$ cat src/rtl/gpcfg_access_arb.sv
// gpcfg_access_arb: two-port round-robin access arbiter and sequencer for the
// gpcfg register bank. Serialises the AHB-side port (m0) and the internal
// configuration sequencer port (m1), drives the bank write strobe and the
// read-data mux valid, and returns the registered readback to the winner.
module gpcfg_access_arb #(
  parameter int ADDR_W   = 10,
  parameter int NUM_REGS = 1024,
  parameter int DATA_W   = 32
) (
  input  logic              hclk,
  input  logic              hreset,
  input  logic              m0_req,
  input  logic              m0_we,
  input  logic [ADDR_W-1:0] m0_addr,
  input  logic [DATA_W-1:0] m0_wdata,
  output logic              m0_gnt,
  output logic              m0_rvalid,
  output logic [DATA_W-1:0] m0_rdata,
  output logic              m0_err,
  input  logic              m1_req,
  input  logic              m1_we,
  input  logic [ADDR_W-1:0] m1_addr,
  input  logic [DATA_W-1:0] m1_wdata,
  output logic              m1_gnt,
  output logic              m1_rvalid,
  output logic [DATA_W-1:0] m1_rdata,
  output logic              m1_err,
  output logic [ADDR_W-1:0] cfg_addr,
  output logic              cfg_we,
  output logic [DATA_W-1:0] cfg_wdata,
  output logic              cfg_rd,
  input  logic [DATA_W-1:0] cfg_rdata
);

  typedef enum logic [1:0] {
    IDLE = 2'd0,
    WR   = 2'd1,
    RD   = 2'd2,
    CAP  = 2'd3
  } state_t;

  // Addresses are zero-extended to 32 bits before the range compare so the
  // limit may equal 2**ADDR_W (every address valid) without overflow.
  localparam int unsigned NUM_REGS_U = NUM_REGS;

  state_t              state_q, state_d;
  logic                last_q, last_d;      // port that won the previous grant
  logic                owner_q, owner_d;    // port owning the access in flight
  logic                oor_q, oor_d;        // in-flight read is out of range
  logic [1:0]          gnt_q, gnt_d;
  logic [1:0]          rvalid_q, rvalid_d;
  logic [1:0]          err_q, err_d;
  logic [DATA_W-1:0]   rdata_q [2];
  logic [DATA_W-1:0]   rdata_d [2];
  logic                cfg_we_q, cfg_we_d;
  logic                cfg_rd_q, cfg_rd_d;
  logic [ADDR_W-1:0]   cfg_addr_q, cfg_addr_d;
  logic [DATA_W-1:0]   cfg_wdata_q, cfg_wdata_d;

  logic                win_valid;
  logic                win_sel;
  logic                win_we;
  logic [ADDR_W-1:0]   win_addr;
  logic [DATA_W-1:0]   win_wdata;
  logic                win_oor;

  // Round-robin pick: a lone requester wins, a tie goes to the port that did
  // not win last time.
  always_comb begin
    win_valid = m0_req | m1_req;
    if (m0_req && m1_req) begin
      win_sel = ~last_q;
    end else begin
      win_sel = m1_req;
    end
    win_we    = win_sel ? m1_we    : m0_we;
    win_addr  = win_sel ? m1_addr  : m0_addr;
    win_wdata = win_sel ? m1_wdata : m0_wdata;
    win_oor   = ({{(32-ADDR_W){1'b0}}, win_addr} >= NUM_REGS_U);
  end

  // Next-state and next-output computation for the access sequencer.
  always_comb begin
    state_d     = state_q;
    last_d      = last_q;
    owner_d     = owner_q;
    oor_d       = oor_q;
    gnt_d       = 2'b00;
    rvalid_d    = 2'b00;
    err_d       = 2'b00;
    rdata_d[0]  = '0;
    rdata_d[1]  = '0;
    cfg_we_d    = 1'b0;
    cfg_rd_d    = 1'b0;
    cfg_addr_d  = cfg_addr_q;
    cfg_wdata_d = cfg_wdata_q;

    case (state_q)
      IDLE: begin
        if (win_valid) begin
          gnt_d[win_sel] = 1'b1;
          last_d         = win_sel;
          owner_d        = win_sel;
          oor_d          = win_oor;
          cfg_addr_d     = win_addr;
          if (win_we) begin
            // Out-of-range writes are granted and flagged but never strobed.
            state_d        = WR;
            cfg_wdata_d    = win_wdata;
            cfg_we_d       = ~win_oor;
            err_d[win_sel] = win_oor;
          end else begin
            // Out-of-range reads skip the mux; the error rides to the response.
            state_d  = RD;
            cfg_rd_d = ~win_oor;
          end
        end
      end
      WR: begin
        state_d = IDLE;
      end
      RD: begin
        // The bank registers the mux output, so data is valid in CAP.
        state_d = CAP;
      end
      CAP: begin
        state_d           = IDLE;
        rvalid_d[owner_q] = 1'b1;
        err_d[owner_q]    = oor_q;
        rdata_d[owner_q]  = oor_q ? '0 : cfg_rdata;
      end
      default: begin
        state_d = IDLE;
      end
    endcase
  end

  // Single state/output register bank; reset aborts any access in flight.
  always_ff @(posedge hclk) begin
    if (hreset) begin
      state_q     <= IDLE;
      last_q      <= 1'b1;
      owner_q     <= 1'b0;
      oor_q       <= 1'b0;
      gnt_q       <= 2'b00;
      rvalid_q    <= 2'b00;
      err_q       <= 2'b00;
      rdata_q[0]  <= '0;
      rdata_q[1]  <= '0;
      cfg_we_q    <= 1'b0;
      cfg_rd_q    <= 1'b0;
      cfg_addr_q  <= '0;
      cfg_wdata_q <= '0;
    end else begin
      state_q     <= state_d;
      last_q      <= last_d;
      owner_q     <= owner_d;
      oor_q       <= oor_d;
      gnt_q       <= gnt_d;
      rvalid_q    <= rvalid_d;
      err_q       <= err_d;
      rdata_q[0]  <= rdata_d[0];
      rdata_q[1]  <= rdata_d[1];
      cfg_we_q    <= cfg_we_d;
      cfg_rd_q    <= cfg_rd_d;
      cfg_addr_q  <= cfg_addr_d;
      cfg_wdata_q <= cfg_wdata_d;
    end
  end

  assign m0_gnt    = gnt_q[0];
  assign m1_gnt    = gnt_q[1];
  assign m0_rvalid = rvalid_q[0];
  assign m1_rvalid = rvalid_q[1];
  assign m0_err    = err_q[0];
  assign m1_err    = err_q[1];
  assign m0_rdata  = rdata_q[0];
  assign m1_rdata  = rdata_q[1];
  assign cfg_addr  = cfg_addr_q;
  assign cfg_we    = cfg_we_q;
  assign cfg_wdata = cfg_wdata_q;
  assign cfg_rd    = cfg_rd_q;

  // Only one port may ever be granted in a cycle.
  a_one_gnt: assert property (@(posedge hclk) disable iff (hreset) !(gnt_q[0] && gnt_q[1]));

endmodule

$ cat config.mk
export PLATFORM = sky130hd
export DESIGN_NAME = gpcfg_access_arb
export DESIGN_NICKNAME = d
export VERILOG_FILES = /design/src/rtl/gpcfg_access_arb.sv
export SDC_FILE = /design/constraint.sdc
export NUM_CORES = 1
export LEC_CHECK = 0
export ABC_AREA = 0
export BUFFER_PORTS_ARGS = -buffer_cell sky130_fd_sc_hd__buf_2
export CORE_MARGIN = 2
export CORE_UTILIZATION = 45
export DETAILED_ROUTE_END_ITERATION = 16
export PLACE_DENSITY_LB_ADDON = 0.05
export SETUP_SLACK_MARGIN = 0.4
export SLEW_MARGIN = 20
export SYNTH_ARGS = -nofsm -noshare
export SYNTH_HDL_FRONTEND = slang
export SYNTH_SLANG_ARGS = --single-unit
$ cat constraint.sdc
create_clock -name hclk -period 3.9 [get_ports hclk]
set_clock_uncertainty 0.05 [all_clocks]
set_input_delay 0.195 -clock hclk [delete_from_list [all_inputs] [get_ports hclk]]
set_output_delay 0.195 -clock hclk [all_outputs]
set_load 0.01 [all_outputs]
==> reports/summary.md, run 1 <==
* top post-synthesis cells by area: sky130_fd_sc_hd__dfxtp_1, sky130_fd_sc_hd__and2_1, sky130_fd_sc_hd__nor3_1
* Clock Root Buffer: sky130_fd_sc_hd__clkbuf_8
* clock buffer depth: 2
* area of the die: 10630 sq um
* detailed router's first-iteration violation count: 110
* Routed Wire Length: 12880 um
* highest attainable clock frequency: 385.1 MHz
* area delta synth->final: 51.46%
* overall power consumption: 0.003207 W
* number of cells on the worst reg-to-reg path: 5
* count of TritonRoute iterations in the first routing pass: 4
* vias per cell: 4.829
* maximum capacitance violations: 0
* footprint of the flip-flops and latches: 2322 sq um
* number of warnings reported in the yosys synthesis log: 0
* min Tclk post-route: 2597 ps
* # fillers: 787
* deepest level of the CTS H-tree: 4
* Port Buffer Count: 233
* Worst-Skew Late Latency: 500 ps
* Static Leakage: 3.225 nW
* class of the tightest hold or removal check: in2reg
* number of top-level design ports: 236
* maximum number of pins on one net before global-route repair: 58
* initial antenna violation count: 0
* Simple-Gate Fraction of Synth Area: 33.34%
* area share of the largest cell type after synthesis: 52.53%
* number of vias after detailed routing: 4332
* R2R Path Start: state_q[1]$_SDFFE_PP0P_
* fraction of the cycle the final worst path needs: 66.59%
* most frequent standard cell in the layout excluding fill and tap cells: sky130_fd_sc_hd__buf_2
* most frequent cells in the layout: sky130_fd_sc_hd__buf_2, sky130_fd_sc_hd__dfxtp_1, sky130_fd_sc_hd__nor2_1, sky130_fd_sc_hd__nor3_1, sky130_fd_sc_hd__and2_1
* antenna diode count: 0
* outcome: finished, final reports clean
* area of the core: 9639 sq um
* capture instance of the worst register-to-register path: cfg_addr[3]$_SDFFE_PP0P_
* power density normalized to cell area: 479.0 nW/um^2
* flip-flop and latch count after synthesis: 116
* # nets final: 875
* wire length per cell: 14.35 um
* Clk pin slew, worst setup/hold paths: 50 ps
* critical path launch point type: flop
* post-synthesis cell area: 4420 sq um
* final max-slew violation count: 0
* number of hold violations in the final report: 0
* worst IR drop on VDD: 346.5 uV
* post-cts gate resize count: 0
* number of global-route vias before repair: 4169
* clk sink count: 116
* grt ovf: 0
* fraction of synthesized cell area in xor and xnor cells: 0%
* multiplexer fraction of the synthesized cell area: 0.5095%
* Post-Synthesis Cells: 482
* multi-input combinational cell area: 1908 sq um
* required time of the critical path: 4290 ps
* worst relative slew slack: 28.92%
* Adder-Cell Fraction of Synth Area: 0%
* register-to-register setup slack: 1300 ps
* core occupancy in the finished layout: 69.46%
* critical path class: reg2reg
* post-synth top area cell: sky130_fd_sc_hd__dfxtp_1
* global-route wire length before repair: 19420 um
* die outline height: 103.1 um
* ratio of cells with drive above 1 in the final layout: 38.48%
* RSZ-0062 raised after global routing: false
* share of the yosys chip area belonging to registers: 52.53%
* die outline width: 103.1 um
* count of different cell masters after synthesis: 27
* # DRC: 0
* dominant combinational cell family by area after synthesis: simple AND/OR/NAND/NOR gates
* share of the synthesized area in compound gates (AO/OA/AOI/OAI): 8.718%
* TritonCTS clock tree: yes
* initial standard-cell utilization of the core: 45.86%
* antenna violation net count after detailed routing: 0
* row cnt: 36
* startpoint of the most critical setup path: state_q[1]$_SDFFE_PP0P_
* critical path arrival: 2990 ps
* global router's overall resource usage: 23.75%
* TritonCTS buffer count: 17
* sum of net half-perimeters after detailed placement: 8376 um
* Setup Buffers After CTS: 0
* Setup Total Neg Slack: 0 ps
* gpl congestion: 0.7881
* Worst-Margin Slew: 1044 ps
* nature of the critical path endpoint: flop
* Setup-failing EPs final: 0
* maximum net fanout on the critical path: 57
* average size of a mapped cell: 9.171 sq um
* Worst setup endpoint: cfg_addr[3]$_SDFFE_PP0P_
logic make-up after synthesis:
kind of cell	count (synthesis)
flip-flops	116
buffers and inverters	43
other	1
multiplexers	1
AND/OR/NAND/NOR	272
AO/OA/AOI/OAI	49
per-layer routing:
layer	GRT usage [%]	routed length [um]
met1	25.77	5022
met2	41.26	6441
met3	11.12	1256
met4	7.287	154
met5	0	0
synth_stat cells:
cell and n:
sky130_fd_sc_hd__o31a_1 1, sky130_fd_sc_hd__inv_1 1, sky130_fd_sc_hd__clkinv_1 1, sky130_fd_sc_hd__o21ai_0 1
sky130_fd_sc_hd__nor4_2 18, sky130_fd_sc_hd__a221o_1 1, sky130_fd_sc_hd__dfxtp_1 116, sky130_fd_sc_hd__a21oi_1 1
sky130_fd_sc_hd__conb_1 1, sky130_fd_sc_hd__mux2i_4 1, sky130_fd_sc_hd__nor4_1 14, sky130_fd_sc_hd__nor3b_1 3
sky130_fd_sc_hd__buf_2 11, sky130_fd_sc_hd__clkbuf_1 23, sky130_fd_sc_hd__nor3_1 67, sky130_fd_sc_hd__o21a_1 33
sky130_fd_sc_hd__nand2_1 25, sky130_fd_sc_hd__buf_1 1, sky130_fd_sc_hd__nor2b_1 1, sky130_fd_sc_hd__and2_1 64
sky130_fd_sc_hd__a21bo_1 1, sky130_fd_sc_hd__buf_4 2, sky130_fd_sc_hd__a311oi_1 10, sky130_fd_sc_hd__buf_6 4
sky130_fd_sc_hd__or2_2 1, sky130_fd_sc_hd__nor2_1 79, sky130_fd_sc_hd__a21boi_2 1
how the worst min path moves through the flow:
stage / from / to / slack, ps / cells past startpoint
after floorplan: cfg_rdata[0] / rdata_q[0][0]$_SDFF_PP0_ / 270 / 1
after global placement: cfg_rdata[9] / rdata_q[0][9]$_SDFF_PP0_ / 350 / 2
after detailed placement: cfg_rdata[19] / rdata_q[0][19]$_SDFF_PP0_ / 360 / 2
after CTS: m0_req / last_q$_SDFFE_PP1P_ / 0.08 / 3
after global routing: m0_req / last_q$_SDFFE_PP1P_ / 30 / 3
final: m0_req / last_q$_SDFFE_PP1P_ / 40 / 3
worst max-delay path, cell delays in order, from the launching register on:
cell and delay (ps):
sky130_fd_sc_hd__dfxtp_1 320, sky130_fd_sc_hd__nor2_1 240, sky130_fd_sc_hd__o21a_2 880, sky130_fd_sc_hd__nor2_1 120, sky130_fd_sc_hd__a311oi_1 320, sky130_fd_sc_hd__dlygate4sd3_1 590
state kept, by name, summed over array words and instances (netlist names):
signal / cells
owner_q: 1
state_q: 2
last_q: 1
cfg_addr: 10
cfg_we: 1
cfg_rd: 1
rvalid_q: 2
rdata_q: 64
cfg_wdata: 32
gnt_q: 2
power by group:
| part | switching, W | internal, W |
|---|---|---|
| combinational | 0.000292 | 0.000248 |
| sequential | 0.0000466 | 0.00126 |
| clock | 0.000502 | 0.000859 |
| total | 0.000841 | 0.00237 |
timing repair:
action | 4_1_cts | 5_1_grt
hold endpoints to repair | 74 | 0
hold buffers | 52 | 0
setup endpoints to repair | 0 | 0
cell type report:
| type | instances | area share [%] |
|---|---|---|
| multi-input combinational | 324 | 28.50 |
| tap | 133 | 2.486 |
| sequential | 116 | 34.69 |
| clock inverter | 11 | 1.308 |
| clock buffer | 19 | 6.597 |
| timing repair buffer | 292 | 26.31 |
| inverter | 2 | 0.1121 |
metrics by stage:
step           instances  hold slack [ps]  cell area [sq um]  setup WS [ps]
3_5_place_dp         814            357.9               5615           1559
2_1_floorplan        483            266.7               4424           2437
3_3_place_gp         814            353.4               5615           1636
4_1_cts              896          0.07711               6665           1363
5_1_grt              897            25.47               6695           1073
6_report             897            44.86               6695           1303
(Power assumes the default switching activity.)
==> run 2, diff against run 1 <==
--- a/config.mk
+++ b/config.mk
@@ -5,10 +5,10 @@
 export SDC_FILE = /design/constraint.sdc
 export NUM_CORES = 1
 export LEC_CHECK = 0
-export ABC_AREA = 0
+export ABC_AREA = 1
 export BUFFER_PORTS_ARGS = -buffer_cell sky130_fd_sc_hd__buf_2
 export CORE_MARGIN = 2
-export CORE_UTILIZATION = 45
+export CORE_UTILIZATION = 44
 export DETAILED_ROUTE_END_ITERATION = 16
 export PLACE_DENSITY_LB_ADDON = 0.05
 export SETUP_SLACK_MARGIN = 0.4
==> constraint.sdc (replaced) <==
create_clock -name hclk -period 2.4 [get_ports hclk]
set_clock_uncertainty 0.05 [all_clocks]
set_input_delay 0.12 -clock hclk [delete_from_list [all_inputs] [get_ports hclk]]
set_output_delay 0.12 -clock hclk [all_outputs]
set_load 0.01 [all_outputs]
==> run 2 against run 1 <==
Effect of this change:
- total power up 80%
- cell count up 20%
- largest power group unchanged
- non-clock buffer count up 67
- critical endpoint is now cfg_wdata[11]$_SDFFE_PP0P_
- maximum frequency up 62%
- routed wire length up 4.6%
- combinational power up 85%
- utilization up 8.8 points
==> reports/summary.md, run 2 <==
* outcome: finished, final reports clean, unchanged
* detailed router's first-iteration violation count: 138, was 110
* count of TritonRoute iterations in the first routing pass: 4, unchanged
* number of warnings reported in the yosys synthesis log: 0, unchanged
* number of top-level design ports: 236, unchanged
* Port Buffer Count: 233, unchanged
* number of global-route vias before repair: 4787, was 4169
* maximum number of pins on one net before global-route repair: 66, was 58
* die outline height: 101.6 um, was 103.1 um
* multi-input combinational cell area: 1430 sq um, was 1908 sq um
* switching power share of the total: 26.29%, was 26.23%
* fraction of synthesized cell area in xor and xnor cells: 0%, unchanged
* sw power: 0.001517 W, was 0.0008410 W
* top post-synthesis cells by area: sky130_fd_sc_hd__dfxtp_1, sky130_fd_sc_hd__nand2_1, sky130_fd_sc_hd__nor2_1, was sky130_fd_sc_hd__dfxtp_1, sky130_fd_sc_hd__and2_1, sky130_fd_sc_hd__nor3_1
* dominant combinational cell family by area after synthesis: simple AND/OR/NAND/NOR gates, unchanged
* highest attainable clock frequency: 622.2 MHz, was 385.1 MHz
* worst hold margin: 36.10 ps, was 44.86 ps
* post-synthesis cell area: 4192 sq um, was 4420 sq um
* maximum net fanout on the critical path: 44, was 57
* die outline width: 101.6 um, was 103.1 um
* Adder-Cell Fraction of Synth Area: 0%, unchanged
* Clock Root Buffer: sky130_fd_sc_hd__clkbuf_8, unchanged
* min Tclk post-route: 1607 ps, was 2597 ps
* global router's overall resource usage: 25.71%, was 23.75%
* RSZ-0062 raised after global routing: false, unchanged
* cell internal power dissipation: 0.004252 W, was 0.002366 W
* nature of the critical path endpoint: flop, unchanged
* most frequent cells in the layout: sky130_fd_sc_hd__buf_2, sky130_fd_sc_hd__nand2_1, sky130_fd_sc_hd__nor2_1, sky130_fd_sc_hd__dlygate4sd3_1, sky130_fd_sc_hd__dfxtp_1, was sky130_fd_sc_hd__buf_2, sky130_fd_sc_hd__dfxtp_1, sky130_fd_sc_hd__nor2_1, sky130_fd_sc_hd__nor3_1, sky130_fd_sc_hd__and2_1
* wire length per cell: 12.49 um, was 14.35 um
* worst relative slew slack: 51.13%, was 28.92%
* Static Leakage: 4.097 nW, was 3.225 nW
* area share of the largest cell type after synthesis: 55.40%, was 52.53%
* combinational share of power: 17.3%, was 16.8%
* vias per cell: 4.451, was 4.829
* # DRC: 0, unchanged
* share of the yosys chip area belonging to registers: 55.40%, was 52.53%
* TritonCTS clock tree: yes, unchanged
* Simple-Gate Fraction of Synth Area: 31.19%, was 33.34%
* antenna violation net count after detailed routing: 0, unchanged
* count of non-filler cells in the finished layout: 1078, was 897
* global-route wire length before repair: 20640 um, was 19420 um
* worst IR drop on VDD: 547.1 uV, was 346.5 uV
* top_reg_cell synth: sky130_fd_sc_hd__dfxtp_1, unchanged
* count of different cell masters after synthesis: 18, was 27
* multiplexer fraction of the synthesized cell area: 0%, was 0.5095%
* grt ovf: 0, unchanged
* Clk pin slew, worst setup/hold paths: 60 ps, was 50 ps
* footprint of the flip-flops and latches: 2322 sq um, unchanged
* sequential fraction of design power: 37.1%, was 40.7%
* gpl congestion: 0.7924, was 0.7881
* Post-Synthesis Cells: 587, was 482
* Routed Wire Length: 13460 um, was 12880 um
* ratio of cells with drive above 1 in the final layout: 28.98%, was 38.48%
* Worst-Margin Slew: 733.1 ps, was 1044 ps
* required time of the critical path: 2780 ps, was 4290 ps
* most instantiated cells after synthesis: sky130_fd_sc_hd__nand2_1, sky130_fd_sc_hd__nor2_1, sky130_fd_sc_hd__dfxtp_1, sky130_fd_sc_hd__inv_1, sky130_fd_sc_hd__o21ai_0, was sky130_fd_sc_hd__dfxtp_1, sky130_fd_sc_hd__nor2_1, sky130_fd_sc_hd__nor3_1, sky130_fd_sc_hd__and2_1, sky130_fd_sc_hd__o21a_1
* critical path arrival: 1990 ps, was 2990 ps
* Synth async-reset ratio: 0%, unchanged
* initial standard-cell utilization of the core: 45.36%, was 45.86%
* core occupancy in the finished layout: 78.24%, was 69.46%
* Cell Count Post-Placement: 927, was 814
* final max-slew violation count: 0, unchanged
* flip-flop and latch count after synthesis: 116, unchanged
* Setup Buffers After CTS: 0, unchanged
* power density normalized to cell area: 797.9 nW/um^2, was 479.0 nW/um^2
* most frequent cell after synthesis: sky130_fd_sc_hd__nand2_1, was sky130_fd_sc_hd__dfxtp_1
* average size of a mapped cell: 7.141 sq um, was 9.171 sq um
* critical path launch point type: flop, unchanged
* most frequent standard cell in the layout excluding fill and tap cells: sky130_fd_sc_hd__buf_2, unchanged
* TritonCTS buffer count: 17, unchanged
* Setup-failing EPs final: 0, unchanged
* area of the core: 9240 sq um, was 9639 sq um
* share of the synthesized area in compound gates (AO/OA/AOI/OAI): 2.746%, was 8.718%
* critical path class: reg2reg, unchanged
* number of vias after detailed routing: 4798, was 4332
* area of the die: 10320 sq um, was 10630 sq um
* Setup Total Neg Slack: 0 ps, unchanged
* clock buffer depth: 2, unchanged
* class of the tightest hold or removal check: in2reg, unchanged
* Post-synth EDFFs: 0, unchanged
* initial antenna violation count: 0, unchanged
* sum of net half-perimeters after detailed placement: 7658 um, was 8376 um
* row cnt: 35, was 36
* # nets final: 1058, was 875
* clk sink count: 116, unchanged
* antenna diode count: 0, unchanged
* # fillers: 661, was 787
* fraction of the cycle the final worst path needs: 66.97%, was 66.59%
* placement-stage worst setup slack: 823.0 ps, was 1559 ps
* count of hold-fix buffers inserted at cts: 119, was 52
* post-cts gate resize count: 0, unchanged
* Biggest register: rdata_q, unchanged
* maximum capacitance violations: 0, unchanged
* number of flip-flops under the largest register name: 64, unchanged
* area delta synth->final: 72.48%, was 51.46%
* post-synth top area cell: sky130_fd_sc_hd__dfxtp_1, unchanged
* deepest level of the CTS H-tree: 4, unchanged
* number of hold violations in the final report: 0, unchanged
* Worst-Skew Late Latency: 500 ps, about the same
* clock network power share: 45.7%, was 42.4%
* smallest setup slack after layout: 792.7 ps, was 1303 ps
[run 2: changes by cell type after synthesis, moves of 33 or more]
cell and change:
sky130_fd_sc_hd__nand2_1 +168, sky130_fd_sc_hd__inv_1 +70, sky130_fd_sc_hd__nor3_1 -65, sky130_fd_sc_hd__and2_1 -64, sky130_fd_sc_hd__nor2_1 +64, sky130_fd_sc_hd__o21a_1 -33
[run 2: logic make-up (layout without fill, tap and decap cells)]
kind of cell / count (synthesis) / in the layout
and+or+nand+nor: 343 / 343
DFF: 116 / 116
buffers and inverters: 104 / 465
AOI/OAI and AO/OA: 23 / 23
other: 1 / 2
[run 2: worst paths after layout]
path	start	to	slack, ps	depth (start not counted)
max	last_q$_SDFFE_PP1P_	cfg_wdata[11]$_SDFFE_PP0P_	790	7
min	m1_we	cfg_rd$_SDFF_PP0_	40	4
max reg2reg	last_q$_SDFFE_PP1P_	cfg_wdata[11]$_SDFFE_PP0P_	790	7
min reg2reg	last_q$_SDFFE_PP1P_	last_q$_SDFFE_PP1P_	420	2
[run 2: per-stage QoR]
step / total power, W / area, sq um
2_1_floorplan: 0.002702 / 4195
4_1_cts: 0.005793 / 7229
3_3_place_gp: 0.002977 / 5410
5_1_grt: 0.006032 / 7229
3_5_place_dp: 0.003003 / 5410
6_report: 0.005768 / 7229
[run 2: critical path, stage by stage, from the launching register on]
cell and delay (ps):
sky130_fd_sc_hd__dfxtp_1 310, sky130_fd_sc_hd__nand2_1 70, sky130_fd_sc_hd__nand2_1 110, sky130_fd_sc_hd__inv_2 540, sky130_fd_sc_hd__nand2_1 150, sky130_fd_sc_hd__nand2_1 110, sky130_fd_sc_hd__nor2_1 50, sky130_fd_sc_hd__nor2_1 110
[run 2: area by class of cell]
type	count	share of cell area, %
repair buffers	359	33.33
clock buffers	19	5.971
multi-input cells	368	19.78
clock inverters	13	2.717
flip-flops and latches	116	32.12
inverters	74	3.842
well taps	129	2.233
[run 2: metal layers]
metal | routed length [um] | up-vias | global-route usage, %
met5 | 0 | - | 0
met4 | 483 | 0 | 16.01
met3 | 994 | 51 | 8.558
met2 | 6986 | 198 | 47.17
met1 | 4997 | 2148 | 24.48
li1 | - | 2401 | -
[run 2: power by group through the flow]
| stage | Sequential (W) | Clock [W] | Combinational, W |
|---|---|---|---|
| after floorplan | 0.00224 | 0 | 0.000464 |
| after global placement | 0.00217 | 0 | 0.000806 |
| after detailed placement | 0.00218 | 0 | 0.000827 |
| after CTS | 0.00214 | 0.00268 | 0.000980 |
| after global routing | 0.00215 | 0.00276 | 0.00112 |
| final | 0.00214 | 0.00263 | 0.000997 |
